$ cat config.mk
export PLATFORM = sky130hd
export DESIGN_NAME = raster_gpu
export DESIGN_NICKNAME = d
export VERILOG_FILES = /design/src/rtl/raster_gpu.sv
export SDC_FILE = /design/constraint.sdc
export NUM_CORES = 1
export LEC_CHECK = 0
export CORE_ASPECT_RATIO = 1.5
export CORE_MARGIN = 10
export CORE_UTILIZATION = 34
export DETAILED_ROUTE_END_ITERATION = 12
export GPL_ROUTABILITY_DRIVEN = 0
export MAX_ROUTING_LAYER = met4
export SLEW_MARGIN = 20
export SYNTH_ARGS = -nofsm -noshare
export SYNTH_HDL_FRONTEND = slang
export SYNTH_SLANG_ARGS = --single-unit
$ cat constraint.sdc
create_clock -name clk -period 6 [get_ports clk]
set_input_delay 1.2 -clock clk [delete_from_list [all_inputs] [get_ports clk]]
set_output_delay 1.2 -clock clk [all_outputs]
set_load 0.01 [all_outputs]
$ cat src/rtl/raster_gpu.sv
// raster_gpu: rectangle fill / screen clear engine feeding a framebuffer
// write port with one pixel per enabled clock.
// Optional feature macro: RASTER_GPU_CLIP_EN clamps rectangles to the
// visible screen so that no write ever falls outside it.
module raster_gpu #(
  parameter int HOR_ACTIVE_PIXELS = 640,
  parameter int VER_ACTIVE_PIXELS = 480,
  parameter int PIXEL_WIDTH       = 1,
  localparam int XW               = $clog2(HOR_ACTIVE_PIXELS),
  localparam int YW               = $clog2(VER_ACTIVE_PIXELS),
  localparam int WR_ADDR_WIDTH    = $clog2(HOR_ACTIVE_PIXELS*VER_ACTIVE_PIXELS)
) (
  input  logic                     clk,
  input  logic                     rst,
  input  logic                     ce,
  input  logic                     op_kind,
  input  logic [XW:0]              op_x,
  input  logic [XW:0]              op_w,
  input  logic [YW:0]              op_y,
  input  logic [YW:0]              op_h,
  input  logic [PIXEL_WIDTH-1:0]   op_color,
  input  logic                     op_valid,
  output logic                     op_ready,
  output logic                     wr_en,
  output logic [WR_ADDR_WIDTH-1:0] wr_addr,
  output logic [PIXEL_WIDTH-1:0]   wr_data,
  output logic                     busy
);

  // Coordinate widths carry one bit beyond the operand width so x+w / y+h never wrap.
  localparam int CXW = XW + 2;
  localparam int CYW = YW + 2;
  localparam int PW  = CXW + CYW;

  typedef enum logic [1:0] {
    IDLE  = 2'd0,
    SETUP = 2'd1,
    DRAW  = 2'd2
  } state_t;

  state_t state_reg, state_next;

  // Latched operation
  logic                   kind_reg;
  logic [XW:0]            x_reg, w_reg;
  logic [YW:0]            y_reg, h_reg;
  logic [PIXEL_WIDTH-1:0] color_reg;

  // Effective rectangle and raster cursor
  logic [CXW-1:0] x0_reg, x1_reg, cur_x_reg;
  logic [CYW-1:0] y1_reg, cur_y_reg;

  logic [WR_ADDR_WIDTH-1:0] wr_addr_reg;
  logic [PIXEL_WIDTH-1:0]   wr_data_reg;

  logic [CXW-1:0] setup_x0, setup_x1;
  logic [CYW-1:0] setup_y0, setup_y1;
  logic           setup_empty;

  logic [CXW-1:0] x_inc, nxt_x;
  logic [CYW-1:0] y_inc, nxt_y;
  logic           last_col, last_pix;

  // Linear framebuffer address, truncated to the write port width.
  function automatic logic [WR_ADDR_WIDTH-1:0] pixel_addr(input logic [CXW-1:0] px,
                                                          input logic [CYW-1:0] py);
    logic [PW-1:0] full;
    full = PW'(py) * PW'(HOR_ACTIVE_PIXELS) + PW'(px);
    return full[WR_ADDR_WIDTH-1:0];
  endfunction

  // Effective rectangle derived from the latched op (used while in SETUP).
  always_comb begin
    setup_x0 = '0;
    setup_y0 = '0;
    setup_x1 = CXW'(HOR_ACTIVE_PIXELS);
    setup_y1 = CYW'(VER_ACTIVE_PIXELS);
    if (!kind_reg) begin
      setup_x0 = CXW'(x_reg);
      setup_y0 = CYW'(y_reg);
      setup_x1 = CXW'(x_reg) + CXW'(w_reg);
      setup_y1 = CYW'(y_reg) + CYW'(h_reg);
`ifdef RASTER_GPU_CLIP_EN
      if (setup_x1 > CXW'(HOR_ACTIVE_PIXELS)) setup_x1 = CXW'(HOR_ACTIVE_PIXELS);
      if (setup_y1 > CYW'(VER_ACTIVE_PIXELS)) setup_y1 = CYW'(VER_ACTIVE_PIXELS);
`endif
    end
    setup_empty = (setup_x1 <= setup_x0) || (setup_y1 <= setup_y0);
`ifdef RASTER_GPU_CLIP_EN
    if (!kind_reg && ((CXW'(x_reg) >= CXW'(HOR_ACTIVE_PIXELS)) ||
                      (CYW'(y_reg) >= CYW'(VER_ACTIVE_PIXELS))))
      setup_empty = 1'b1;
`endif
  end

  // Row-major cursor advance: step x, wrap to x0 and bump y at the row end.
  always_comb begin
    x_inc    = cur_x_reg + CXW'(1);
    y_inc    = cur_y_reg + CYW'(1);
    last_col = (x_inc >= x1_reg);
    last_pix = last_col && (y_inc >= y1_reg);
    nxt_x    = last_col ? x0_reg : x_inc;
    nxt_y    = last_col ? y_inc : cur_y_reg;
  end

  // Next-state logic for the IDLE -> SETUP -> DRAW sequence.
  always_comb begin
    state_next = state_reg;
    case (state_reg)
      IDLE:    if (op_valid) state_next = SETUP;
      SETUP:   state_next = setup_empty ? IDLE : DRAW;
      DRAW:    if (last_pix) state_next = IDLE;
      default: state_next = IDLE;
    endcase
  end

  // State register; only advances on enabled cycles.
  always_ff @(posedge clk) begin
    if (rst)     state_reg <= IDLE;
    else if (ce) state_reg <= state_next;
  end

  // Capture the op fields on acceptance so the caller may drop them afterwards.
  always_ff @(posedge clk) begin
    if (rst) begin
      kind_reg  <= 1'b0;
      x_reg     <= '0;
      w_reg     <= '0;
      y_reg     <= '0;
      h_reg     <= '0;
      color_reg <= '0;
    end else if (ce && (state_reg == IDLE) && op_valid) begin
      kind_reg  <= op_kind;
      x_reg     <= op_x;
      w_reg     <= op_w;
      y_reg     <= op_y;
      h_reg     <= op_h;
      color_reg <= op_color;
    end
  end

  // Rectangle bounds, raster cursor and the registered write address/data.
  // The first pixel is loaded at the SETUP edge so it is presented during
  // the first DRAW cycle.
  always_ff @(posedge clk) begin
    if (rst) begin
      x0_reg      <= '0;
      x1_reg      <= '0;
      y1_reg      <= '0;
      cur_x_reg   <= '0;
      cur_y_reg   <= '0;
      wr_addr_reg <= '0;
      wr_data_reg <= '0;
    end else if (ce) begin
      if (state_reg == SETUP && !setup_empty) begin
        x0_reg      <= setup_x0;
        x1_reg      <= setup_x1;
        y1_reg      <= setup_y1;
        cur_x_reg   <= setup_x0;
        cur_y_reg   <= setup_y0;
        wr_addr_reg <= pixel_addr(setup_x0, setup_y0);
        wr_data_reg <= color_reg;
      end else if (state_reg == DRAW && !last_pix) begin
        cur_x_reg   <= nxt_x;
        cur_y_reg   <= nxt_y;
        wr_addr_reg <= pixel_addr(nxt_x, nxt_y);
      end
    end
  end

  // A DRAW cycle writes its pixel only if the cycle is enabled.
  assign wr_en    = (state_reg == DRAW) && ce;
  assign wr_addr  = wr_addr_reg;
  assign wr_data  = wr_data_reg;
  assign busy     = (state_reg != IDLE);
  assign op_ready = (state_reg == IDLE) && !rst;

endmodule

Yosys cells after proc, flatten, opt, wreduce, memory -nomap -nowiden
Index checks and enable logic that the tools add are counted.
- register bits: 124
- logic and storage cells: 63
- input port bits: 48
- reductions and logical operators: 17
- equal/unequal tests: 4
- multiply operators: 2
- $lt $le $gt $ge: 4
- multiplexer cells: 16
- add/sub/neg operators: 6
- operator list (kind ; number):
    $mux W11 ; 5
    $mux W12 ; 4
    $add A19 B12 Y19 ; 2
    $mux W19 ; 2
    $add A11 B11 Y12 ; 1
    $add A12 B1 Y12 const B ; 1
    $ge A12 B12 Y1 ; 1
    $le A12 B12 Y1 ; 1
    $mul A10 B3 Y12 const B ; 1
    $mul A11 B3 Y12 const B ; 1
    $add A10 B10 Y11 ; 1
    $add A11 B1 Y11 const B ; 1
    $ge A11 B11 Y1 ; 1
    $le A11 B11 Y1 ; 1
    $mux W10 ; 1
    $logic_and A1 B1 Y1 ; 7
    $mux W2 ; 3
    $pmux W2 S3 ; 1
    $ne A2 B2 Y1 const B ; 2
    $reduce_and A2 Y1 ; 2
    $reduce_bool A2 Y1 ; 2
    $logic_not A1 Y1 ; 3
    $reduce_and A3 Y1 ; 1
    $eq A2 B1 Y1 const B ; 1
    other kinds (3) ; 3

Depth between registers and ports, before layout
Gate-level depths: netlist (run 1).
- depth after elaboration: 8
- mapped depth: 25
- depth with buffers taken out: 24

Least setup slack after synthesis (run 1)
OpenSTA, ideal clock, no wires.
- path type: register -> register
- start: register cur_x_reg[0]
- end: register wr_addr_reg[18], in the netlist wr_addr[18]
- path buffers: 1
- clock period less this slack: 5.057 ns
- arrival time: 4.937 ns
- library setup time: 0.120 ns
- data required time: 5.880 ns
- setup slack: 0.943 ns
- stages on the path, launching flop included: 23
- cell sequence: dfxtp_1 > ha_1 > and3_1 > and3_1 > xor2_1 > ha_1 > nand2_1 > nor3_1 > a21o_1 > a21o_1 > clkbuf_1 > mux2i_1 > inv_1 > ha_1 > ha_1 > fa_1 > a21o_1 > a21oi_1 > xnor2_1 > nand4b_1 > or4b_1 > mux2i_1 > o31ai_1
- longest elaborated chain between the ends: 7
- elaborated cells between the ends (all ways): 13
- those cells by class: add/sub: 2; mul: 1; order compare: 1; mux: 4; reduce/logical: 5
- RTL lines (item ; line ; RTL):
    start: declaration ; 50 ; logic [CXW-1:0] x0_reg, x1_reg, cur_x_reg;
    start signal: assignment ; 159 ; cur_x_reg <= setup_x0;
    start signal: assignment ; 164 ; cur_x_reg <= nxt_x;
    $add A12 B1 Y12 (*) ; 98 ; x_inc = cur_x_reg + CXW'(1);
    $ge A12 B12 Y1 ; 100 ; last_col = (x_inc >= x1_reg);
    $mux W11 / $logic_and A1 B1 Y1 (equally long branches) ; 103, 101 ;
    $mul A11 B3 Y12 / $logic_not A1 Y1 (equally long branches) ; 68, 163 ;
    $add A19 B12 Y19 / $logic_and A1 B1 Y1 (equally long branches) ; 68, 163 ;
    $mux W19 / $reduce_bool A2 Y1 (equally long branches) ; n/a ;
    $mux W19 / $reduce_and A2 Y1 (equally long branches) ; n/a ;
    end signal: assignment ; 161 ; wr_addr_reg <= pixel_addr(setup_x0, setup_y0);
    end signal: assignment ; 166 ; wr_addr_reg <= pixel_addr(nxt_x, nxt_y);
    end: declaration ; 53 ; logic [WR_ADDR_WIDTH-1:0] wr_addr_reg;
Mark *: on every way between the ends. The rest lies on a longest branch, timed or not. The select of a mux whose other input is x is not followed.
A chain may end at the register's enable or synchronous reset.

Worst setup path in the final report (run 1)
Ends and elaborated chain as after synthesis.

==> results of run 1 <==
==> per-stage QoR <==
| stage | util [%] | std cells | setup slack (ps) | power (mW) |
|---|---|---|---|---|
| 2_1_floorplan | - | 1113 | 943 | 1.13 |
| 3_3_place_gp | 38.3 | 1467 | 707 | 1.27 |
| 3_5_place_dp | 38.3 | 1467 | 606 | 1.27 |
| 4_1_cts | 41.0 | 1498 | 568 | 2.45 |
| 5_1_grt | 41.0 | 1498 | 2.94 | 2.53 |
| 6_report | 41.0 | 1498 | 517 | 2.42 |
==> layout by cell type (no fill, tap or decap), types with 7 or more instances in the layout <==
master           instances
nand3_1                 21
a21o_1                  15
xor2_1                  28
o21ai_0                 37
a211oi_1                28
ha_1                   105
mux2i_1                 11
inv_1                   59
dfxtp_1                116
nand2_1                199
xnor2_1                 42
nor2b_1                 15
nor3_1                  24
nor2_1                  93
a21oi_1                132
mux2_2                   8
clkdlybuf4s50_1         69
buf_4                   13
o211ai_1                21
clkbuf_16               17
nand2b_1                 7
==> layer usage <==
| layer | share of wire, % | track usage (%) | wire length, µm |
|---|---|---|---|
| met1 | 45 | 16.8 | 9860 |
| met2 | 50 | 23.7 | 10800 |
| met3 | 2.8 | 2.63 | 608 |
| met4 | 2.7 | 5.62 | 584 |
| met5 | 0 | - | 0 |
==> worst max-delay path: stages, from the launching register on <==
cell	delay [ps]
dfxtp_1	370
ha_1	240
and3_1	210
and3_1	230
xor2_1	170
ha_1	290
nand2_1	60
nor3_1	470
a21o_1	210
a21o_1	150
mux2i_1	370
inv_1	120
ha_1	290
ha_1	230
fa_1	460
a211oi_1	260
o21bai_1	110
a21oi_1	220
xnor2_1	150
or4b_1	510
mux2i_1	160
o31ai_1	80
==> cell type report <==
class / count / area (µm²)
Fill cell: 2572 / 14700
Multi-Input combinational cell: 881 / 5810
Sequential cell: 116 / 2320
Timing Repair Buffer: 83 / 808
Clock buffer: 22 / 464
Tap cell: 328 / 410
Inverter: 59 / 221
Clock inverter: 9 / 199
==> timing repair <==
action / in CTS / in global routing
hold buffers: 0 / 0
gates resized for setup: 0 / 1
buffers inserted: 0 / 0
setup endpoints to repair: 0 / 1
==> where the power goes <==
| group | leakage (nW) | internal, mW | total [mW] | switching, mW |
|---|---|---|---|---|
| logic | 3.15 | 0.185 | 0.444 | 0.260 |
| clock network | 0.325 | 0.799 | 1.17 | 0.369 |
| registers | 0.939 | 0.793 | 0.811 | 0.0179 |
| total | 4.41 | 1.78 | 2.42 | 0.647 |
==> kinds of logic (layout without fill, tap and decap cells) <==
logic type	after synthesis	in the layout	share of synthesized area, %
fa+ha+maj	111	111	16.7
compound gates	283	283	20.7
mux	19	19	2.33
xor+xnor	72	72	7.60
buf+inv	116	173	5.72
simple gates	396	396	20.0
flops	116	116	27.0
==> path summary, 6_finish.rpt <==
path                      from           to  slack (ps)  cells after the start
setup / recovery  cur_x_reg[0]  wr_addr[18]         520                     21
hold / removal      wr_addr[9]   wr_addr[9]         450                      2
setup reg to reg  cur_x_reg[0]  wr_addr[18]         520                     21
hold reg to reg     wr_addr[9]   wr_addr[9]         450                      2
==> key figures, run 1 <==
Outcome
  • Status: finished clean

Routing
  • Post-route ant nets: 0
  • Vias post-DR: ~7600
  • DR WL/cell: 14.6 µm
  • DR iter-0 viols: 340
  • DRT Pass-1 Iters: 5
  • Residual DRC count: 0
  • Final wirelength: between 20000 and 25000 µm
  • Vias per inst: 5.06

Final layout
  • Layout area overhead: 19.1%
  • Cell area after layout: approximately 10000 µm²
  • # diodes: 0
  • Number of nets in the layout: around 1300
  • Layout cells sized above 1: between 5 and 6%

Global route
  • Vias in the first global route: between 7000 and 8000
  • Initial antenna violation count: 0
  • Gr usage total: roughly 14%
  • Largest net degree at the start of global routing: between 60 and 70
  • Overflow after GRT: 0
  • First-pass GRT wire length: ~37000 µm

STA
  • Worst hold slack: 448 ps
  • Max frequency: around 0.18 GHz
  • Max Slew Vio Count: 0
  • # setup viols final: 0
  • Worst-Margin Slew: 880 ps
  • Slew HR: between 40% and 50%
  • Fin crit period: ~5500 ps
  • Final Hold Vio Count: 0
  • Final Cycle Share: just over 90%
  • RSZ-0062 raised after global routing: no
  • Clock skew: roughly 6.4 ps
  • Setup TNS: 0 ps

Clock network
  • CTS max path bufs: 2
  • CTS root buf: clkbuf_16
  • Num CTS Buffers: 17
  • CTS tree: done
  • CTS H-Tree Depth: 4
  • Clk_lat worst skew: roughly 420 ps
  • Worst-path clk slew: 60 ps
  • CTS Sinks: ~120

Hold path
  • HP Class: reg2reg

Yosys
  • Area leader, netlist: dfxtp_1
  • Ys async rst share: 0%
  • Post-synth top flop: dfxtp_1
  • Mapped cell area: between 8000 and 9000 µm²
  • Yosys warnings: 0
  • Number of distinct library cells after synthesis: 70
  • Commonest cells in the netlist: 199 x nand2_1, 132 x a21oi_1, 116 x dfxtp_1, 105 x ha_1, 93 x nor2_1
  • Most common cell in the synthesized netlist: nand2_1
  • Synth top area cells: dfxtp_1 27%, ha_1 15%, nand2_1 8.7%
  • Part of the Yosys area used for sequential elements: between 20 and 30%
  • Number of flops mapped to enable cells by yosys: 0
  • Share of the synthesized area in the top cell type: approximately 27%
  • Cells after synthesis: 1113
  • Synth Register Bits: approximately 120
  • Mapped Nets: 1272
  • Post-Syn Area per Cell: a little under 8 µm²

Power
  • Leak pwr: between 4 and 5 nW
  • Peak VDD IR: approximately 0.00022 V
  • PwrDens: 237 nW/µm²

Die
  • CORE AREA: roughly 25000 µm²
  • Initial core utilization: between 30% and 40%
  • Chip width: roughly 150 µm
  • Die span in y: approximately 210 µm
  • Die area: roughly 32000 µm²
  • I/O Pins: 71
  • FP Rows: just over 70

Run
  • Number of max-cap violations: 0

Critical path
  • Critical path endpoint category: register
  • Kind of critical path: reg2reg
  • Critical path peak fanout: 7
  • Setup crit start kind: register
  • CP arrival: ~5800 ps
  • Required time of the critical path: approximately 6300 ps

Place
  • DPL Wire Length: ~17000 µm
  • Port bufs: 70
  • DP Area: around 9600 µm²
(Power assumes the default switching activity.)
==> run 2, diff against run 1 <==
--- a/config.mk
+++ b/config.mk
@@ -8,6 +8,7 @@
 export CORE_ASPECT_RATIO = 1.5
 export CORE_MARGIN = 10
 export CORE_UTILIZATION = 34
+export CTS_CLUSTER_SIZE = 12
 export DETAILED_ROUTE_END_ITERATION = 12
 export GPL_ROUTABILITY_DRIVEN = 0
 export MAX_ROUTING_LAYER = met4
==> results of run 2 <==
No change in the layout: final DEF, timing and power equal those of run 1.
==> run 3, diff against run 2 <==
--- a/config.mk
+++ b/config.mk
@@ -5,6 +5,7 @@
 export SDC_FILE = /design/constraint.sdc
 export NUM_CORES = 1
 export LEC_CHECK = 0
+export ABC_CLOCK_PERIOD_IN_PS = 6000
 export CORE_ASPECT_RATIO = 1.5
 export CORE_MARGIN = 10
 export CORE_UTILIZATION = 34
@@ -12,6 +13,7 @@
 export DETAILED_ROUTE_END_ITERATION = 12
 export GPL_ROUTABILITY_DRIVEN = 0
 export MAX_ROUTING_LAYER = met4
+export REMOVE_ABC_BUFFERS = 1
 export SLEW_MARGIN = 20
 export SYNTH_ARGS = -nofsm -noshare
 export SYNTH_HDL_FRONTEND = slang
==> key figures, run 3 (synthesis gave the netlist of run 1 again) <==
STA
  • RSZ-0062 raised after global routing: no
  • Max frequency: approximately 0.18 GHz
  • Final Cycle Share: 90.3%
  • # setup viols final: 0
  • PnR worst setup slack: ~580 ps
  • Setup TNS: 0 ps
  • Worst-Margin Slew: a little over 900 ps
  • Clock skew: 9.21 ps
  • Slew HR: approximately two fifths
  • Worst hold slack: around 450 ps
  • Fin crit period: around 5400 ps
  • Max Slew Vio Count: 0
  • Final Hold Vio Count: 0

Hold path
  • WHS Path Cells: 2
  • HP Class: reg2reg

Routing
  • Vias per inst: about 5.0
  • DR WL/cell: about 15 µm
  • Final wirelength: about 22000 µm
  • DR iter-0 viols: roughly 350
  • Vias post-DR: between 7000 and 8000
  • Post-route ant nets: 0
  • DRT Pass-1 Iters: 4
  • Residual DRC count: 0

Critical path
  • Slowest cell delay on critical path: roughly 500 ps
  • Critical path peak fanout: 7
  • Critical Path, Cell by Cell: and3_1 -> nand3_1 -> nor2_1 -> nand3_1 -> xor2_1 -> inv_1 -> ha_1 -> a21oi_1 -> o21ai_1 -> a211oi_2 -> nor3b_1 -> xnor2_1 -> xor2_1 -> ha_1 -> a211oi_1 -> o21ai_0 -> a221oi_1 -> nand4b_1 -> or4b_1 -> mux2i_1 -> o31ai_1
  • Kind of critical path: reg2reg
  • CP arrival: 5720 ps
  • Worst r2r src: cur_x_reg[0]
  • Required time of the critical path: around 6300 ps
  • Slowest CP cell: or4b_1
  • Critical path buffers and inverters: 1
  • Worst reg-to-reg setup slack: slightly below 600 ps
  • Crit-path leading delay family: compound AO/OA/AOI/OAI gates
  • Reg-to-Reg End: wr_addr[18]
  • Critical path depth: 21
  • Setup crit start: cur_x_reg[0]
  • Critical path endpoint category: register
  • Setup crit start kind: register
  • Reg2Reg Depth: 21
  • Critical path destination: wr_addr[18]

Final layout
  • # diodes: 0
  • Commonest non-fill, non-tap cells in the layout: 199 x nand2_1, 132 x a21oi_1, 116 x dfxtp_1, 105 x ha_1, 93 x nor2_1
  • Layout cells sized above 1: 6.21%
  • Layout area overhead: 18.5%
  • Post-route insts no fill: 1504
  • Number of nets in the layout: 1322
  • Storage element area: ~2300 µm²
  • Most common cell after layout, fill and taps aside: nand2_1
  • Fillers: ~2600
  • Multi-input logic area: approximately 5800 µm²

Die
  • I/O Pins: 71
  • CORE AREA: between 20000 and 25000 µm²
  • Die span in y: around 210 µm
  • Die area: about 32000 µm²
  • Chip width: 150 µm
  • FP Rows: between 70 and 80
  • Initial core utilization: between 30% and 40%

Clock network
  • Num CTS Buffers: 17
  • CTS root buf: clkbuf_16
  • CTS Sinks: approximately 120
  • CTS H-Tree Depth: 4
  • Clk_lat worst skew: between 400 and 500 ps
  • Worst-path clk slew: around 60 ps
  • CTS max path bufs: 2
  • CTS Hold Bufs: 0
  • CTS tree: done
  • Setup bufs post-CTS: 0
  • Post_cts resized: 0

Global route
  • First-pass GRT wire length: ~38000 µm
  • Vias in the first global route: 7887
  • Initial antenna violation count: 0
  • Gr usage total: between 10% and 20%
  • Largest net degree at the start of global routing: 69
  • Overflow after GRT: 0

Power
  • Logic gate share of total power: about a fifth
  • Leak pwr: ~4.4 nW
  • Peak VDD IR: between 0.00015 and 0.0002 V
  • NetSw: approximately 650 µW
  • Switching Share: 28.7%
  • PwrDens: ~220 nW/µm²
  • Reg power frac: approximately 36%
  • Cell Int Power: around 1.6 mW
  • Clock power share: 45.0%

Place
  • Port bufs: 70
  • DPL Wire Length: 17300 µm
  • Place WS: around 560 ps
  • Dpl cells: around 1500

Outcome
  • Status: finished clean

Run
  • Number of max-cap violations: 0
## run 3: cell type report
type / count / share of cell area (%)
Clock buffer: 21 / 4.62
Multi-Input combinational cell: 881 / 56.9
Clock inverter: 11 / 1.24
Inverter: 59 / 2.17
Timing Repair Buffer: 88 / 8.18
Sequential cell: 116 / 22.8
Tap cell: 328 / 4.03
## run 3: worst min path at each step
stage	startpoint	end	slack, ps
after global routing	x1_reg[0]	x1_reg[0]	470
after CTS	wr_addr[14]	wr_addr[14]	450
after detailed placement	wr_addr[14]	wr_addr[14]	450
final	wr_addr[9]	wr_addr[9]	450
after global placement	wr_addr[9]	wr_addr[9]	440
after floorplan	color_reg	wr_data	430
## run 3: power by group through the flow
stage                     Combinational, mW  Sequential [mW]  Clock, mW
final                                 0.439            0.812       1.02
after global routing                  0.495            0.815       1.08
after CTS                             0.443            0.812       1.05
after detailed placement              0.440            0.829          0
after global placement                0.439            0.829          0
after floorplan                       0.284            0.825          0
## run 3: through the flow
stage,utilization [%],cell area (µm²),power [mW]
after floorplan,-,8320,1.11
after global placement,38.4,9590,1.27
after detailed placement,38.4,9590,1.27
after CTS,40.8,10200,2.30
after global routing,40.8,10200,2.39
final,40.8,10200,2.27
## run 3: per-layer routing
metal / wire [µm] / global-route usage, % / vias up
met5: 0 / - / -
li1: - / - / 3961
met2: 11500 / 25.3 / 105
met3: 510 / 2.38 / 29
met4: 548 / 5.56 / 0
met1: 9520 / 15.9 / 3451
## run 3: tightest hold or removal path, cell delays in order (launching register included)
cell,delay [ps]
dfxtp_1,310
nand2_1,50
a21oi_1,50
